## src/rtl/spi_byte_engine_pkg.sv

```systemverilog
// spi_byte_engine shared types and constants.
// States, default half-periods and the half-period selector.
package spi_pkg;

  typedef enum logic [1:0] {
    IDLE,
    LOW,
    HIGH
  } state_t;

  localparam int SPI_SLOW_HALF = 64;
  localparam int SPI_FAST_HALF = 1;

  function automatic int half_sel(
    input logic speed,
    input int   slow,
    input int   fast
  );
    return speed ? fast : slow;
  endfunction

endpackage

```

## src/rtl/spi_byte_engine_if.sv

```systemverilog
// Toggle req/ack byte interface between the MMC64
// register block (master) and the SPI engine (slave).
interface spi_byte_engine_if;
  import spi_pkg::*;

  logic       spi_req;
  logic [7:0] spi_d;
  logic       spi_speed;
  logic       spi_ack;
  logic [7:0] spi_q;
  logic       busy;

  modport master (
    output spi_req, spi_d, spi_speed,
    input  spi_ack, spi_q, busy
  );

  modport slave (
    input  spi_req, spi_d, spi_speed,
    output spi_ack, spi_q, busy
  );

endinterface

```

## src/rtl/spi_byte_engine_half_timer.sv

```systemverilog
// SCK half-period down-counter; expire is high at zero.
// Loads on request, otherwise counts down and holds at zero.
module spi_half_timer #(
  parameter int W = 8
) (
  input  logic         clk,
  input  logic         reset,
  input  logic         load,
  input  logic [W-1:0] load_val,
  output logic         expire
);
  import spi_pkg::*;

  logic [W-1:0] div;

  always_ff @(posedge clk or negedge reset) begin
    if (!reset) begin
      div <= '0;
    end else if (load) begin
      div <= load_val;
    end else if (div != '0) begin
      div <= div - W'(1);
    end
  end

  assign expire = (div == '0);

endmodule

```

## src/rtl/spi_byte_engine.sv

```systemverilog
// SPI mode-0 master byte shifter, MSB first.
// One byte per spi_req toggle, answered by a spi_ack toggle.
module spi_byte_engine
  import spi_pkg::*;
#(
  parameter int SLOW_HALF = SPI_SLOW_HALF,
  parameter int FAST_HALF = SPI_FAST_HALF
) (
  input  logic               clk,
  input  logic               reset,
  spi_byte_engine_if.slave   bus,
  output logic               sck,
  output logic               mosi,
  input  logic               miso
);

  localparam int HW = $clog2(SLOW_HALF) + 1;

  state_t        state, state_n;
  logic          pend;
  logic          start, rise, fall, done;
  logic          tmr_load, expire;
  logic [HW-1:0] half_r, half_new, load_val;
  logic [7:0]    tx, rx, q_r;
  logic [2:0]    bitc;
  logic          ack_r, busy_r;

  assign pend     = bus.spi_req ^ ack_r;
  assign half_new = HW'(half_sel(bus.spi_speed,
                                 SLOW_HALF, FAST_HALF));
  assign load_val = (start ? half_new : half_r) - HW'(1);

  spi_half_timer #(.W(HW)) u_timer (
    .clk      (clk),
    .reset    (reset),
    .load     (tmr_load),
    .load_val (load_val),
    .expire   (expire)
  );

  always_ff @(posedge clk or negedge reset) begin
    if (!reset) state <= IDLE;
    else        state <= state_n;
  end

  always_comb begin
    state_n  = state;
    start    = 1'b0;
    rise     = 1'b0;
    fall     = 1'b0;
    done     = 1'b0;
    tmr_load = 1'b0;
    unique case (state)
      IDLE: if (pend) begin
        start    = 1'b1;
        tmr_load = 1'b1;
        state_n  = LOW;
      end
      LOW: if (expire) begin
        rise     = 1'b1;
        tmr_load = 1'b1;
        state_n  = HIGH;
      end
      HIGH: if (expire) begin
        fall = 1'b1;
        if (bitc == 3'd7) begin
          done    = 1'b1;
          state_n = IDLE;
        end else begin
          tmr_load = 1'b1;
          state_n  = LOW;
        end
      end
      default: state_n = IDLE;
    endcase
  end

  // tx rotates so mosi always comes from the top bit
  always_ff @(posedge clk or negedge reset) begin
    if (!reset) begin
      sck    <= 1'b0;
      mosi   <= 1'b1;
      busy_r <= 1'b0;
      ack_r  <= 1'b0;
      q_r    <= 8'hFF;
      tx     <= '0;
      rx     <= '0;
      bitc   <= '0;
      half_r <= '0;
    end else begin
      if (start) begin
        tx     <= bus.spi_d;
        mosi   <= bus.spi_d[7];
        half_r <= half_new;
        bitc   <= '0;
        busy_r <= 1'b1;
      end
      if (rise) begin
        sck <= 1'b1;
        rx  <= {rx[6:0], miso};
      end
      if (fall) begin
        sck <= 1'b0;
        if (done) begin
          q_r    <= rx;
          ack_r  <= ~ack_r;
          busy_r <= 1'b0;
          mosi   <= 1'b1;
        end else begin
          tx   <= {tx[6:0], tx[7]};
          mosi <= tx[6];
          bitc <= bitc + 3'd1;
        end
      end
    end
  end

  assign bus.spi_ack = ack_r;
  assign bus.spi_q   = q_r;
  assign bus.busy    = busy_r;

endmodule

```

## src/flat_wrapper.sv

```systemverilog
// flat-port wrapper written by rule: the top's interface ports become plain ports
module spi_byte_engine_flat import spi_pkg::*;
#(
  parameter int SLOW_HALF = SPI_SLOW_HALF,
  parameter int FAST_HALF = SPI_FAST_HALF
)
  (clk, reset, sck, mosi, miso, bus_spi_req, bus_spi_d, bus_spi_speed, bus_spi_ack, bus_spi_q, bus_busy);
  spi_byte_engine_if bus_i ();
  input  logic clk;
  input  logic reset;
  output logic sck;
  output logic mosi;
  input  logic miso;
  input wire logic [$bits(bus_i.spi_req)-1:0] bus_spi_req;
  input wire logic [$bits(bus_i.spi_d)-1:0] bus_spi_d;
  input wire logic [$bits(bus_i.spi_speed)-1:0] bus_spi_speed;
  output wire logic [$bits(bus_i.spi_ack)-1:0] bus_spi_ack;
  output wire logic [$bits(bus_i.spi_q)-1:0] bus_spi_q;
  output wire logic [$bits(bus_i.busy)-1:0] bus_busy;
  assign bus_i.spi_req = bus_spi_req;
  assign bus_i.spi_d = bus_spi_d;
  assign bus_i.spi_speed = bus_spi_speed;
  assign bus_spi_ack = bus_i.spi_ack;
  assign bus_spi_q = bus_i.spi_q;
  assign bus_busy = bus_i.busy;
  spi_byte_engine #(.SLOW_HALF(SLOW_HALF), .FAST_HALF(FAST_HALF)) u_core (.clk(clk), .reset(reset), .bus(bus_i), .sck(sck), .mosi(mosi), .miso(miso));
endmodule
```

## config.mk

```make
export PLATFORM = sky130hd
export DESIGN_NAME = spi_byte_engine_flat
export DESIGN_NICKNAME = d
export VERILOG_FILES = /design/src/rtl/spi_byte_engine_pkg.sv /design/src/rtl/spi_byte_engine_if.sv /design/src/rtl/spi_byte_engine_half_timer.sv /design/src/rtl/spi_byte_engine.sv /design/src/flat_wrapper.sv
export SDC_FILE = /design/constraint.sdc
export NUM_CORES = 1
export LEC_CHECK = 0
export BUFFER_PORTS_ARGS = -buffer_cell sky130_fd_sc_hd__buf_2
export CORE_UTILIZATION = 60
export CTS_CLUSTER_SIZE = 40
export DETAILED_ROUTE_END_ITERATION = 7
export PLACE_DENSITY = 0.81
export SLEW_MARGIN = 25
export SYNTH_ARGS = -nofsm -noshare
export SYNTH_HDL_FRONTEND = slang
export SYNTH_SLANG_ARGS = --single-unit
```

## constraint.sdc

```tcl
create_clock -name clk -period 6.3 [get_ports clk]
set_input_delay 0.945 -clock clk [delete_from_list [all_inputs] [get_ports clk]]
set_output_delay 0.945 -clock clk [all_outputs]
set_load 0.01 [all_outputs]
```

### Word level (Yosys, flattened, before mapping)

Index checks and enable logic that the tools add are counted.

* output and inout bits: 12
* word-level logic and storage cells: 64
* flip-flop bits (word level): 47
* bits of input ports: 13

* muxes and demuxes: 34
* add/subtract/negate cells: 3
* reduce and logical (&&, ||, !) cells: 8
* equality and inequality tests: 6
* bitwise gates (word level): 2

Operators by type and width (number)
* two-way mux 7 bit: 4
* two-way mux 8 bit: 3
* two-way mux 1 bit: 19
* subtractor 7 x 1 -> 7 bit (second input constant): 2
* two-way mux 3 bit: 3
* zero test 7 bit: 1
* nonzero test 7 bit: 1
* two-way mux 2 bit: 3
* != test 2 x 1 -> 1 bit (second input constant): 3
* case mux 2 bit (3 select lines): 1
* nonzero test 2 bit: 3
* adder 3 x 1 -> 3 bit (second input constant): 1
* == test 3 bit (second input constant): 1
* case mux 1 bit (3 select lines): 1
* AND reduction 3 bit: 1
* == test 2 x 1 -> 1 bit (second input constant): 1
* == test 2 bit (second input constant): 1
* zero test 2 bit: 1
* AND reduction 2 bit: 1
* inverter 1 bit: 1
* XOR 1 bit: 1

### Logic depth before layout (Yosys ltp)

* depth after elaboration: 6
* gate-level depth with buffers: 12
* depth with buffers taken out: 11

### Cells and area by module

A second synthesis with hierarchy kept.

* cell total of the unflattened synthesis: 205
* area total of the unflattened synthesis: 2267.2 um^2

Modules (own cells, without submodules)
* spi_byte_engine: times used 1, area an instance 1833.0 um^2, seq. area each 1012.2 um^2, cells an instance 162
* spi_half_timer: times used 1, area an instance 434.2 um^2, seq. area each 175.2 um^2, cells an instance 43

### Least setup slack after synthesis

No wires, ideal clock.

* path type: input port to flip-flop
* from: input bus_spi_req
* to: register u_core.u_timer.div[6]
* stages on the path: 11
* buffers on the path: 2
* arrival: 3.042 ns
* path slack: 3.191 ns
* setup time: 0.067 ns
* data required time: 6.233 ns
* path through: xor2_1 -> and2_1 -> clkbuf_1 -> nor3_1 -> a21o_1 -> ha_1 -> buf_2 -> or4b_1 -> or4_1 -> nand2_1 -> a32o_1

* cells in the longest elaborated chain, start to end: 6
* elaborated cells on any way between the ends: 8
* classes of those cells: 1 x add/sub; 5 x mux; 1 x bitwise; 1 x reduce/logical

Ends and longest elaborated chain
* from (decl): RTL line flat_wrapper.sv:14 `input wire logic [$bits(bus_i.spi_req)-1:0] bus_spi_req;`
* XOR 1 bit (*): RTL line spi_byte_engine.sv:28 `assign pend = bus.spi_req ^ ack_r;`
* two-way mux 1 bit (*): RTL line spi_byte_engine.sv:54 `IDLE: if (pend) begin`
* two-way mux 1 bit: RTL line spi_byte_engine.sv:53 `unique case (state)`
* two-way mux 7 bit
* subtractor 7 x 1 -> 7 bit: RTL line spi_byte_engine.sv:31 `assign load_val = (start ? half_new : half_r) - HW'(1);`
* two-way mux 7 bit: RTL line spi_byte_engine_half_timer.sv:19 `end else if (load) begin`
* to (signal assigned): RTL line spi_byte_engine_half_timer.sv:20 `div <= load_val;`
* to (signal assigned): RTL line spi_byte_engine_half_timer.sv:22 `div <= div - W'(1);`
* to (decl): RTL line spi_byte_engine_half_timer.sv:14 `logic [W-1:0] div;`

Mark *: on every way between the ends. The rest lies on a longest branch, timed or not.
A chain may end at the register's enable or synchronous reset.

### Worst setup path after layout

Ends and elaborated chain as after synthesis.

==> impl_metrics.json <==
{
  "cts.sinks": 47,
  "startpoint": "bus_spi_req",
  "startpoint_type": "input port",
  "p_clk_frac": 0.357,
  "syn_area_mm2": 0.00222,
  "antenna_left": 0,
  "drt-total-wl_um": 4110,
  "required_ns": 6.54,
  "vias": 1544,
  "cpMostUsedCell": "nand2_1",
  "synth-main-ff-cell": "dfrtp_1",
  "drtPass1Iterations": 4,
  "syn_nets": 208,
  "min_period_over_period": 0.553,
  "track_usage": 0.244,
  "antenna_found_initial": 0,
  "maxSlewViolCount": 0,
  "final_net_count": 233,
  "grt-ovfl-total": 0,
  "sw_frac_of_total": 0.213,
  "power_switching_w": 0.000104,
  "crit_path_end_kind": "flip-flop",
  "setup.worst_path.end": "u_core.u_timer.div[6]",
  "areaGrowthSynthToFinish_pct": 10.7,
  "yosysWarnings": 0,
  "grt_pass1_wl_um": 7330,
  "cts_setup_buffers": 0,
  "clock_latency_ns": 0.30,
  "gp_congestion": 0.861,
  "cell_internal_pwr_w": 0.000383,
  "synth_top_area_share": 0.429,
  "antenna_cells": 0,
  "clkTransAtPathRegs_ns": 0.08,
  "io_pins": 25,
  "r2r_slack_ns": 2.92,
  "synth_area_leader_cell": "dfrtp_1",
  "numCtsBuffers": 5,
  "hold_class": "reg -> reg",
  "rr_startpoint": "u_core.bitc[0]",
  "clock_skew_ns": 0.00736,
  "start_util": 0.644,
  "cp_slowest_cell": "or4b_1",
  "die_h_um": 62.8,
  "hpwl_um": 3050,
  "ys_types": 47,
  "cts_tree": "done",
  "route.detailed.drc": 0,
  "cts_root_buf": "clkbuf_8",
  "worst-setup-path-type": "in -> reg",
  "first_global_vias": 1529,
  "port_buffers": 24,
  "reg2regPathDepth": 11,
  "async_flop_share": 1.00,
  "ys_ff_latch": 47,
  "outcome": "finished, final reports clean",
  "slew_headroom": 0.378,
  "via_per_inst": 5.85,
  "syn-instance-count": 192,
  "dieArea_mm2": 0.00394,
  "hold_viol": 0,
  "cap_viol_max_count": 0,
  "power_frac_seq": 0.621,
  "ir_worst_vdd_v": 0.000152,
  "fin_tns_setup_ns": 0,
  "grt_max_degree": 48,
  "p_comb_frac": 0.022,
  "fin_crit_ns": 3.48,
  "yosysSeqAreaShare": 0.536,
  "synth-edff-count": 0,
  "rsz0062_at_grt": "false",
  "chipWidth_um": 62.8,
  "fmax_mhz": 287,
  "avgRoutedWirePerCell_um": 15.6,
  "hold_buffers": 0,
  "synth.avg_cell_area_um2": 11.5,
  "leakage_nw": 1.10,
  "fin_hold_ws_ns": 0.495,
  "coreArea_mm2": 0.00344,
  "critPathMaxFanout": 15,
  "clk_path_buf_depth": 2,
  "worstPathArrival_ns": 3.73,
  "timing.rr.end": "u_core.u_timer.div[6]",
  "layout-drive-gt1-share": 0.294,
  "rows": 21,
  "worstMarginPinSlew_ns": 0.933,
  "powerDensity_mw_per_mm2": 198,
  "cts_resized": 0,
  "synth_area_leaders": "dfrtp_1 (43%), dfstp_2 (11%), mux2_2 (8.6%)",
  "setup_violations": 0,
  "drt_iter0_drc": 141,
  "max_stage_delay_ns": 0.51,
  "timing.critical_path.cells": "buf_2 > xor2_1 > nand2_1 > a21boi_0 > a21o_1 > ha_1 > or4b_1 > or4_1 > nand2_1 > a32o_1",
  "cts_max_level": 2
}
==> worst max-delay path: cells and delay by family <==
family,cells,cell delay (ns)
simple gates,4,1.35
compound gates,3,0.75
fa+ha+maj,1,0.31
xor+xnor,1,0.27
buf+inv,1,0.10
==> how the worst min path moves through the flow <==
stage          slack (ns)         start      endpoint  depth (start not counted)
2_1_floorplan        0.45  u_core.tx[7]  u_core.tx[0]                          2
3_3_place_gp         0.47  u_core.tx[0]  u_core.tx[1]                          2
3_5_place_dp         0.49  u_core.tx[3]  u_core.tx[4]                          2
4_1_cts              0.50  u_core.tx[3]  u_core.tx[4]                          2
5_1_grt              0.52  u_core.tx[3]  u_core.tx[4]                          2
6_report             0.49  u_core.tx[3]  u_core.tx[4]                          2
==> metal layers <==
| layer | up-vias | share of wire | GRT usage | wire, µm |
|---|---|---|---|---|
| met5 | - | 0 | 0 | 0 |
| met4 | 0 | 0.019 | 0.0930 | 78 |
| met3 | 10 | 0.038 | 0.0511 | 158 |
| met2 | 42 | 0.49 | 0.393 | 2010 |
| met1 | 747 | 0.45 | 0.325 | 1870 |
| li1 | 745 | - | - | - |
==> cells in the final DEF, fill, tap and decap left out, drive strengths merged, types with 2 or more instances in the layout <==
cell type,n
a21boi,3
a21o,3
a21oi,6
a22o,2
and2,6
buf,25
clkbuf,6
dfrtp,38
dfstp,9
ha,3
inv,2
mux2,18
mux2i,10
nand2,21
nand3,2
nor2,10
nor2b,5
nor3,6
nor4,3
o21a,2
o21ai,16
or4,2
xor2,2
==> synth_stat cells (2+ instances only) <==
cell type / count
buf_2: 4
o21a_1: 2
nor2_1: 9
clkbuf_1: 2
a21o_1: 3
nor3_1: 6
nor2b_1: 5
ha_1: 3
dfstp_2: 9
and2_1: 6
inv_1: 2
mux2i_1: 10
mux2_2: 17
o21ai_0: 12
nor4_1: 2
xor2_1: 2
a21boi_0: 3
nand2_1: 20
a22o_1: 2
dfrtp_1: 38
a21oi_1: 6
o21ai_1: 4
==> power groups by stage <==
stage,clock (W),sequential (W),combinational [W]
after floorplan,0,0.000308,0.000000978
after global placement,0,0.000308,0.0000104
after detailed placement,0,0.000308,0.0000108
after CTS,0.000178,0.000302,0.0000109
after global routing,0.000190,0.000302,0.0000124
final,0.000174,0.000302,0.0000106
==> state kept, by name, indices dropped and copies added, names as in the netlist <==
register            flops
u_core.half_r           7
u_core.u_timer.div      7
u_core.tx               8
u_core.state            2
u_core.bitc             3
u_core.bus.spi_ack      1
u_core.sck              1
u_core.bus.busy         1
u_core.bus.spi_q        8
u_core.mosi             1
u_core.rx               8
==> stage by stage <==
step / util / setup slack, ns / area [µm²] / power [W] / std cells
2_1_floorplan: - / 3.19 / 2220 / 0.000309 / 192
3_3_place_gp: 0.686 / 2.75 / 2360 / 0.000318 / 255
3_5_place_dp: 0.686 / 2.55 / 2360 / 0.000319 / 255
4_1_cts: 0.710 / 2.86 / 2440 / 0.000491 / 263
5_1_grt: 0.713 / 2.54 / 2450 / 0.000505 / 264
6_report: 0.713 / 2.82 / 2450 / 0.000487 / 264
==> cells by family after synthesis <==
| logic type | share of synthesized area |
|---|---|
| AOI/OAI and AO/OA | 0.116 |
| xor gates and xnor gates | 0.0119 |
| adders and majority gates | 0.0169 |
| buffers and inverters | 0.0192 |
| DFF | 0.536 |
| muxes | 0.137 |
| and+or+nand+nor | 0.164 |
==> cell type report <==
cell class / count / area, µm²
clock buffers: 6 / 72.6
clock inverters: 2 / 12.5
fillers: 272 / 987
inverters: 2 / 7.51
multi-input cells: 136 / 987
flip-flops and latches: 47 / 1190
well taps: 46 / 57.6
repair buffers: 25 / 130
No activity file was read; power rests on OpenSTA's default activity.
